### src/rtl/matrix_activation_pkg.sv
// Shared definitions for the activation engine: data width, memory request
// codes, activation function codes, the accelerator-top operation code and
// the engine state type.
package matrix_activation_pkg;

  localparam int unsigned TYPE_BW = 32;

  // Memory controller request codes
  localparam logic [1:0] MEM_NONE  = 2'b00;
  localparam logic [1:0] MEM_READ  = 2'b01;
  localparam logic [1:0] MEM_WRITE = 2'b11;

  // Activation function codes (low two bits of the header F word)
  localparam logic [1:0] ACT_RELU  = 2'd0;
  localparam logic [1:0] ACT_SAT8  = 2'd1;
  localparam logic [1:0] ACT_LEAKY = 2'd2;
  localparam logic [1:0] ACT_IDENT = 2'd3;

  // Operation code used by the accelerator top to select this engine
  localparam int unsigned OP_ACT = 3;

  typedef enum logic [2:0] {
    StIdle,
    StRdCnt,
    StRdFn,
    StRdEl,
    StCalc,
    StWrEl,
    StGap,
    StFin
  } act_state_e;

endpackage

### src/rtl/matrix_activation_alu.sv
// act_alu: purely combinational element-wise activation on a signed word.
// Ports:
//   x_i  - signed input element
//   fn_i - activation code (ReLU, int8 saturation, leaky ReLU, identity)
//   y_o  - signed result
module act_alu
  import matrix_activation_pkg::*;
#(
  parameter int unsigned LEAKY_SHIFT = 3
) (
  input  logic [TYPE_BW-1:0] x_i,
  input  logic [1:0]         fn_i,
  output logic [TYPE_BW-1:0] y_o
);

  logic signed [TYPE_BW-1:0] xs;
  assign xs = signed'(x_i);

  always_comb begin
    y_o = x_i;
    unique case (fn_i)
      ACT_RELU: begin
        if (xs < 0) y_o = '0;
      end
      ACT_SAT8: begin
        if (xs > 32'sd127)       y_o = 32'd127;
        else if (xs < -32'sd128) y_o = 32'hFFFF_FF80;
      end
      ACT_LEAKY: begin
        // Arithmetic shift floors toward -inf, so -1 stays -1
        if (xs < 0) y_o = xs >>> LEAKY_SHIFT;
      end
      default: ; // identity
    endcase
  end

endmodule

### src/rtl/matrix_activation.sv
// matrix_activation: reads a header (count N, function F) and N elements from
// the shared SRAM, applies the selected activation and writes each result back
// in place. Uses the mem_operation / mem_opdone handshake of the other engines.
// Ports:
//   clk, reset     - system clock, synchronous active-high reset
//   enable         - starts and holds a job while high
//   done           - job complete, held until enable falls
//   addr_o, data_o - request address and write data
//   data_i         - read data, valid while mem_opdone is high
//   mem_opdone     - one-cycle completion pulse from the controller
//   mem_operation  - request code (none / read / write)
module matrix_activation
  import matrix_activation_pkg::*;
#(
  parameter logic [TYPE_BW-1:0] HDR_ADDR    = 32'h0,
  parameter int unsigned        MAX_COUNT   = 254,
  parameter int unsigned        LEAKY_SHIFT = 3
) (
  input  logic               clk,
  input  logic               reset,
  input  logic               enable,
  output logic               done,
  output logic [TYPE_BW-1:0] addr_o,
  input  logic [TYPE_BW-1:0] data_i,
  output logic [TYPE_BW-1:0] data_o,
  input  logic               mem_opdone,
  output logic [1:0]         mem_operation
);

  localparam int unsigned CntW = $clog2(MAX_COUNT + 1);

  act_state_e           state_q, state_d, pend_q, pend_d;
  logic [CntW-1:0]      cnt_q, cnt_d, idx_q, idx_d;
  logic [1:0]           fn_q, fn_d;
  logic [TYPE_BW-1:0]   x_q, x_d, y_q, y_d;
  logic                 abort_q, abort_d;
  logic                 abort_now;
  logic [TYPE_BW-1:0]   el_addr;
  logic [TYPE_BW-1:0]   y_alu;

  act_alu #(
    .LEAKY_SHIFT(LEAKY_SHIFT)
  ) u_act_alu (
    .x_i (x_q),
    .fn_i(fn_q),
    .y_o (y_alu)
  );

  assign el_addr   = HDR_ADDR + 32'd2 + TYPE_BW'(idx_q);
  // Once enable drops with a request in flight, finish that request and stop
  assign abort_now = abort_q | ~enable;

  always_comb begin
    state_d       = state_q;
    pend_d        = pend_q;
    cnt_d         = cnt_q;
    idx_d         = idx_q;
    fn_d          = fn_q;
    x_d           = x_q;
    y_d           = y_q;
    abort_d       = abort_q;
    done          = 1'b0;
    mem_operation = MEM_NONE;
    addr_o        = '0;
    data_o        = '0;

    unique case (state_q)
      StIdle: begin
        abort_d = 1'b0;
        if (enable) begin
          state_d = StRdCnt;
          idx_d   = '0;
        end
      end
      StRdCnt: begin
        mem_operation = MEM_READ;
        addr_o        = HDR_ADDR;
        if (!enable) abort_d = 1'b1;
        if (mem_opdone) begin
          cnt_d   = (data_i > TYPE_BW'(MAX_COUNT)) ? CntW'(MAX_COUNT) : data_i[CntW-1:0];
          pend_d  = StRdFn;
          state_d = abort_now ? StIdle : StGap;
        end
      end
      StRdFn: begin
        mem_operation = MEM_READ;
        addr_o        = HDR_ADDR + 32'd1;
        if (!enable) abort_d = 1'b1;
        if (mem_opdone) begin
          fn_d    = data_i[1:0];
          pend_d  = (cnt_q == '0) ? StFin : StRdEl;
          state_d = abort_now ? StIdle : StGap;
        end
      end
      StRdEl: begin
        mem_operation = MEM_READ;
        addr_o        = el_addr;
        if (!enable) abort_d = 1'b1;
        if (mem_opdone) begin
          x_d     = data_i;
          pend_d  = StCalc;
          state_d = abort_now ? StIdle : StGap;
        end
      end
      StCalc: begin
        if (!enable) begin
          state_d = StIdle;
        end else begin
          y_d     = y_alu;
          state_d = StWrEl;
        end
      end
      StWrEl: begin
        mem_operation = MEM_WRITE;
        addr_o        = el_addr;
        data_o        = y_q;
        if (!enable) abort_d = 1'b1;
        if (mem_opdone) begin
          idx_d   = idx_q + CntW'(1);
          pend_d  = ((idx_q + CntW'(1)) == cnt_q) ? StFin : StRdEl;
          state_d = abort_now ? StIdle : StGap;
        end
      end
      StGap: begin
        // Idle cycle so the controller's opdone-clear cycle sees no request
        state_d = enable ? pend_q : StIdle;
      end
      StFin: begin
        done = 1'b1;
        if (!enable) state_d = StIdle;
      end
      default: state_d = StIdle;
    endcase
  end

  always_ff @(posedge clk) begin
    if (reset) begin
      state_q <= StIdle;
      pend_q  <= StIdle;
      cnt_q   <= '0;
      idx_q   <= '0;
      fn_q    <= '0;
      x_q     <= '0;
      y_q     <= '0;
      abort_q <= 1'b0;
    end else begin
      state_q <= state_d;
      pend_q  <= pend_d;
      cnt_q   <= cnt_d;
      idx_q   <= idx_d;
      fn_q    <= fn_d;
      x_q     <= x_d;
      y_q     <= y_d;
      abort_q <= abort_d;
    end
  end

endmodule
### config.mk
export PLATFORM = sky130hd
export DESIGN_NAME = matrix_activation
export DESIGN_NICKNAME = d
export VERILOG_FILES = /design/src/rtl/matrix_activation_pkg.sv /design/src/rtl/matrix_activation_alu.sv /design/src/rtl/matrix_activation.sv
export SDC_FILE = /design/constraint.sdc
export NUM_CORES = 1
export LEC_CHECK = 0
export ABC_CLOCK_PERIOD_IN_PS = 1950
export BUFFER_PORTS_ARGS = -buffer_cell sky130_fd_sc_hd__clkbuf_2
export CAP_MARGIN = 5
export CORE_MARGIN = 3
export CORE_UTILIZATION = 50
export CTS_CLUSTER_DIAMETER = 60
export DETAILED_ROUTE_END_ITERATION = 12
export GPL_TIMING_DRIVEN = 0
export HOLD_SLACK_MARGIN = 0.1
export PLACE_DENSITY_LB_ADDON = 0.25
export SLEW_MARGIN = 40
export SYNTH_ARGS = -nofsm -noshare
export SYNTH_HDL_FRONTEND = slang
export SYNTH_HIERARCHICAL = 1
export SYNTH_SLANG_ARGS = --single-unit
### constraint.sdc
create_clock -name clk -period 1.95 [get_ports clk]
set_clock_uncertainty 0.15 [all_clocks]
set_input_delay 0.4875 -clock clk [delete_from_list [all_inputs] [get_ports clk]]
set_output_delay 0.4875 -clock clk [all_outputs]
set_load 0.01 [all_outputs]
# After elaboration in Yosys (flattened, before gate mapping)
# Index checks and enable logic that the tools add are counted.
# op_classes
reduce_logical	17
n_eq_ne	18
addsub	2
mux	29
n_bitwise	2
n_lt_le_gt_ge	4
# ops
operator	n
$mux W32	4
$pmux W32 S3	1
$gt A32 B8 Y1 const B	2
$mux W3	12
$lt A32 B1 Y1 const B	1
$lt A32 B8 Y1 const B	1
$mux W31	1
$mux W8	3
$pmux W9 S2	1
$pmux W8 S2	1
$pmux W3 S5	1
$ne A2 B2 Y1 const B	7
$eq A3 B3 Y1 const B	4
$pmux W3 S4	1
$reduce_and A2 Y1	5
$add A2 B8 Y9 const A	1
$add A8 B1 Y8 const B	1
$eq A8 B8 Y1	1
$logic_not A8 Y1	1
$eq A3 B2 Y1 const B	2
$reduce_and A3 Y1	2
$reduce_and A5 Y1	1
$pmux W2 S2	1
$reduce_bool A2 Y1	2
other kinds (14)	15
# word_totals
ff_bits	89
elab_cells	80
out_inout_bits	67
inputBits	36

# Longest topological paths before layout
# depth
ltp_word	5
mapped_depth	11
mapped_depth_nobuf	10

# Cells and area by module
# Netlist, hierarchy kept.
# modules_own_cells
mod	cells_per_inst	instances	area_per_inst_um2
matrix_activation	563	1	4279.1
act_alu	198	1	1209.9

# Least setup slack after synthesis
# Ideal clock, no wire load.
# synth_path
kind	flip-flop to flip-flop
startpoint	reg x_q[31]
endpoint	reg y_q[6]
setup_ns	0.070
slack_ns	-0.182
path_buffers	1
stages_incl_launch_ff	11
arrival_time_ns	1.911
path_cell_list	dfxtp_1 -> buf_6 -> nand2_1 -> nor4_1 -> nand2_1 -> ha_1 -> a21boi_1 -> nand2_1 -> a32oi_1 -> nand2_1 -> a21oi_1
# synth_via
elab_chain_len	4
word_cells_on_any_way	8
cone_classes	order compare (3); mux (5)
# synth_lines
item	line	text
start, declared	matrix_activation.sv:35	logic [TYPE_BW-1:0] x_q, x_d, y_q, y_d;
start signal, assigned	matrix_activation.sv:143	x_q <= '0;
start signal, assigned	matrix_activation.sv:152	x_q <= x_d;
$lt A32 B8 Y1	matrix_activation_alu.sv:27	else if (xs < -32'sd128) y_o = 32'hFFFF_FF80;
$mux W32	matrix_activation_alu.sv:27	
$mux W32	matrix_activation_alu.sv:26	if (xs > 32'sd127) y_o = 32'd127;
$pmux W32 S3 *	matrix_activation_alu.sv:21	unique case (fn_i)
via y_alu[6]	matrix_activation.sv:39	logic [TYPE_BW-1:0] y_alu;
end signal, assigned	matrix_activation.sv:153	y_q <= y_d;
end, declared	matrix_activation.sv:35	
# The timed path passes the listed nets; every way through them passes the cells marked *.
# A chain may end at the register's enable or synchronous reset.

# Worst setup path after layout
# layout_path
startpoint	reg state_q[1]
endpoint	out data_o[6]
# layout_via
elab_chain_len	2
# layout_lines
item	line	text
start, declared	matrix_activation.sv:32	act_state_e state_q, state_d, pend_q, pend_d;
start signal, assigned	matrix_activation.sv:138	state_q <= StIdle;
start signal, assigned	matrix_activation.sv:147	state_q <= state_d;
$eq A3 B3 Y1	matrix_activation.sv:67	unique case (state_q)
$mux W32	matrix_activation.sv:67	
end, declared	matrix_activation.sv:25	output logic [TYPE_BW-1:0] data_o,
# Every way passes these cells.

==> flow_metrics.tcl <==
set metrics [dict create \
    fmax_mhz 437 \
    coreArea_mm2 0.0105 \
    nNetsFinal 950 \
    final_cells 1052 \
    critPathMostFrequentCell "buf_6" \
    cp_top_family "buffers and inverters" \
    place_hpwl_um 12700 \
    drive_above_1_share 0.354 \
    finalPower_mw 3.43 \
    yosys.area.top_type "dfxtp_1" \
    synth_top_area_share 0.325 \
    grt-ovfl-total 0 \
    num_rows 37 \
    finalHoldViolCount 0 \
    cp_num_buf_inv 4 \
    synth_cell_type_count 61 \
    peakVddDrop_v 0.000432 \
    holdCritPathClass "in -> reg" \
    max_stage_delay_ns 0.38 \
    cp.arrival_ns 1.65 \
    hold_ws_ns 0.190 \
    setup_viol 75 \
    cp_max_fo 5 \
    violations "negative setup slack" \
    antenna_found_initial 0 \
    p_leak_nw 2.76 \
    powerDensity_mw_per_mm2 459 \
    crit_path_start_kind "register" \
    cts_tree "built" \
    slew_headroom 0.522 \
    seq_area_mm2 0.00186 \
    n_antenna_cell 0 \
    grt_util_all_layers 0.294 \
    crit_slowest_cell "dfxtp_4" \
    syn_area_per_cell_um2 7.21 \
    fin_crit_ns 2.29 \
    gp_congestion 0.919 \
    slew_viol_final 0 \
    rsz0062_at_grt "yes" \
    insertion_delay_ns 0.38 \
    clockRootBuffer "clkbuf_8" \
    synthFlopType "dfxtp_1" \
    crit_type "reg -> out" \
    yosysMostFrequentCell "nand2_1" \
    multi_input_area_mm2 0.00367 \
    final_util 0.712 \
    drc 0 \
    path_clk_slew_ns 0.09 \
    synth_edf_count 0 \
    wl_per_cell_um 18.0 \
    ys_async_sr_fraction 0 \
    finalWirelength_um 19000 \
    finalWorstSetupSlack_ns -0.337 \
    place_inst 997 \
    grt_max_degree 16 \
    drt_iter0_markers 526 \
    ios 103 \
    max_slew.worst_pin.slew_ns 0.716 \
    dieArea_mm2 0.0123 \
    cts_made_buffers 9 \
    yosysSeqAreaShare 0.325 \
    ys_ff_latch 89 \
    vias 6301 \
    numClockSinks 89 \
    netlist_instances 761 \
    run_status "finished, violations left" \
    yosysWarnings 6 \
    cts_max_path_buffers 2 \
    start_util 0.522 \
    cp.required_ns 1.31 \
    ys_top_cells_by_area "dfxtp_1 (32%), nand2_1 (11%), a21oi_1 (9.4%)" \
    via_per_inst 5.99 \
    io_buffers 78 \
    path_cells "nand3b_1 -> clkinvlp_4 -> buf_6 -> buf_8 -> and2_4 -> buf_6" \
    fp.dieW_um 111 \
    htree_levels 3 \
    post-route-period-util 1.17 \
    end_kind "output pin" \
    fp.dieH_um 111 \
    synth_common_cells "nand2_1 (166), a21oi_1 (103), dfxtp_1 (89)" \
    synth.cell_area_mm2 0.00549 \
    firstDrtPassIters 5 \
    grt_pass1_wl_um 29600 \
    syn_to_final_growth_pct 36.4 \
    fill_cells 832 \
    cap_violations 0 \
    grt_pass1_vias 5984 \
    ant_nets 0 \
]
[layer usage]
metal	up-vias	GRT usage	part of all wire
li1	2924	-	-
met1	2967	0.353	0.38
met3	75	0.0448	0.079
met4	0	0.169	0.046
met2	335	0.499	0.50
met5	-	0	0
[flip-flops by register name (all words and copies together) (netlist names)]
signal / count
abort_q: 1
state_q: 3
fn_q: 2
cnt_q: 8
pend_q: 3
x_q: 32
idx_q: 8
y_q: 32
[where the power goes]
part | total, mW | internal, mW | switching [mW] | leakage [nW]
clock network | 1.18 | 0.460 | 0.724 | 0.0850
logic | 0.412 | 0.170 | 0.242 | 1.94
registers | 1.84 | 1.81 | 0.0231 | 0.739
[cell families after synthesis]
logic type	Yosys count	synth area share
buffers and inverters	93	0.0923
adder cells (fa/ha/maj)	3	0.00684
flip-flops	89	0.325
AND/OR/NAND/NOR	377	0.344
XOR/XNOR	13	0.0207
other	1	0.000683
AO/OA/AOI/OAI	185	0.210
[final timing paths]
path,startpoint,to,slack (ns),cells past startpoint
setup reg to reg,x_q[31],y_q[8],-0.22,10
hold / removal,data_i[26],x_q[26],0.19,3
hold reg to reg,y_q[31],y_q[31],0.31,2
setup / recovery,state_q[1],data_o[6],-0.34,6
[worst register-to-register path: stages (launching register included)]
cell and delay, ns:
dfxtp_2 0.35, buf_6 0.10, nand2_4 0.05, nor4_2 0.27, nand2_1 0.12, ha_4 0.33
nand2_4 0.10, buf_6 0.19, a32oi_2 0.20, nand2_1 0.10, a21oi_2 0.14
[final cells by class]
class | instances | area share
Inverter | 7 | 0.00451
Sequential cell | 89 | 0.249
Clock inverter | 7 | 0.00635
Clock buffer | 9 | 0.0165
Tap cell | 136 | 0.0227
Multi-Input combinational cell | 601 | 0.491
Buffer | 79 | 0.0727
Timing Repair Buffer | 124 | 0.137
[stage by stage]
step | setup TNS [ns] | setup WS (ns) | cell area [um^2]
after floorplan | 0 | 0.0135 | 5620
after global placement | -28.02 | -0.423 | 6180
after detailed placement | -30.42 | -0.474 | 6180
after CTS | -16.61 | -0.346 | 7100
after global routing | -24.09 | -0.387 | 7490
final | -17.45 | -0.337 | 7490
[cell usage in the layout, fill, tap and decap left out, types with 4 or more instances in the layout]
cell type	instances
nor2_2	6
clkbuf_1	25
a21oi_2	9
buf_6	51
nor2b_1	7
a31oi_1	5
inv_1	4
and2_4	32
dfxtp_4	17
nand3b_1	5
nand4_1	9
clkbuf_2	36
buf_8	10
xor2_1	8
buf_2	21
clkinvlp_4	4
xnor2_1	4
a22oi_1	6
a32oi_2	8
and3_4	4
nand2b_1	21
a21oi_1	93
dfxtp_1	58
dfxtp_2	14
conb_1	23
clkbuf_8	12
nor4_2	8
nand2_1	163
a32oi_1	20
nand3_1	27
nor4_1	12
nor2_1	34
or3_1	7
buf_4	56
nor3_1	13
o21ai_0	19
[repair_timing]
item	CTS	global route
buffers inserted	31	10
hold buffers	0	0
hold endpoints to repair	0	0
endpoints found under the setup margin	80	108
pin swaps	42	21
cloned	5	0
gates resized for setup	147	121
(Power assumes the default switching activity.)
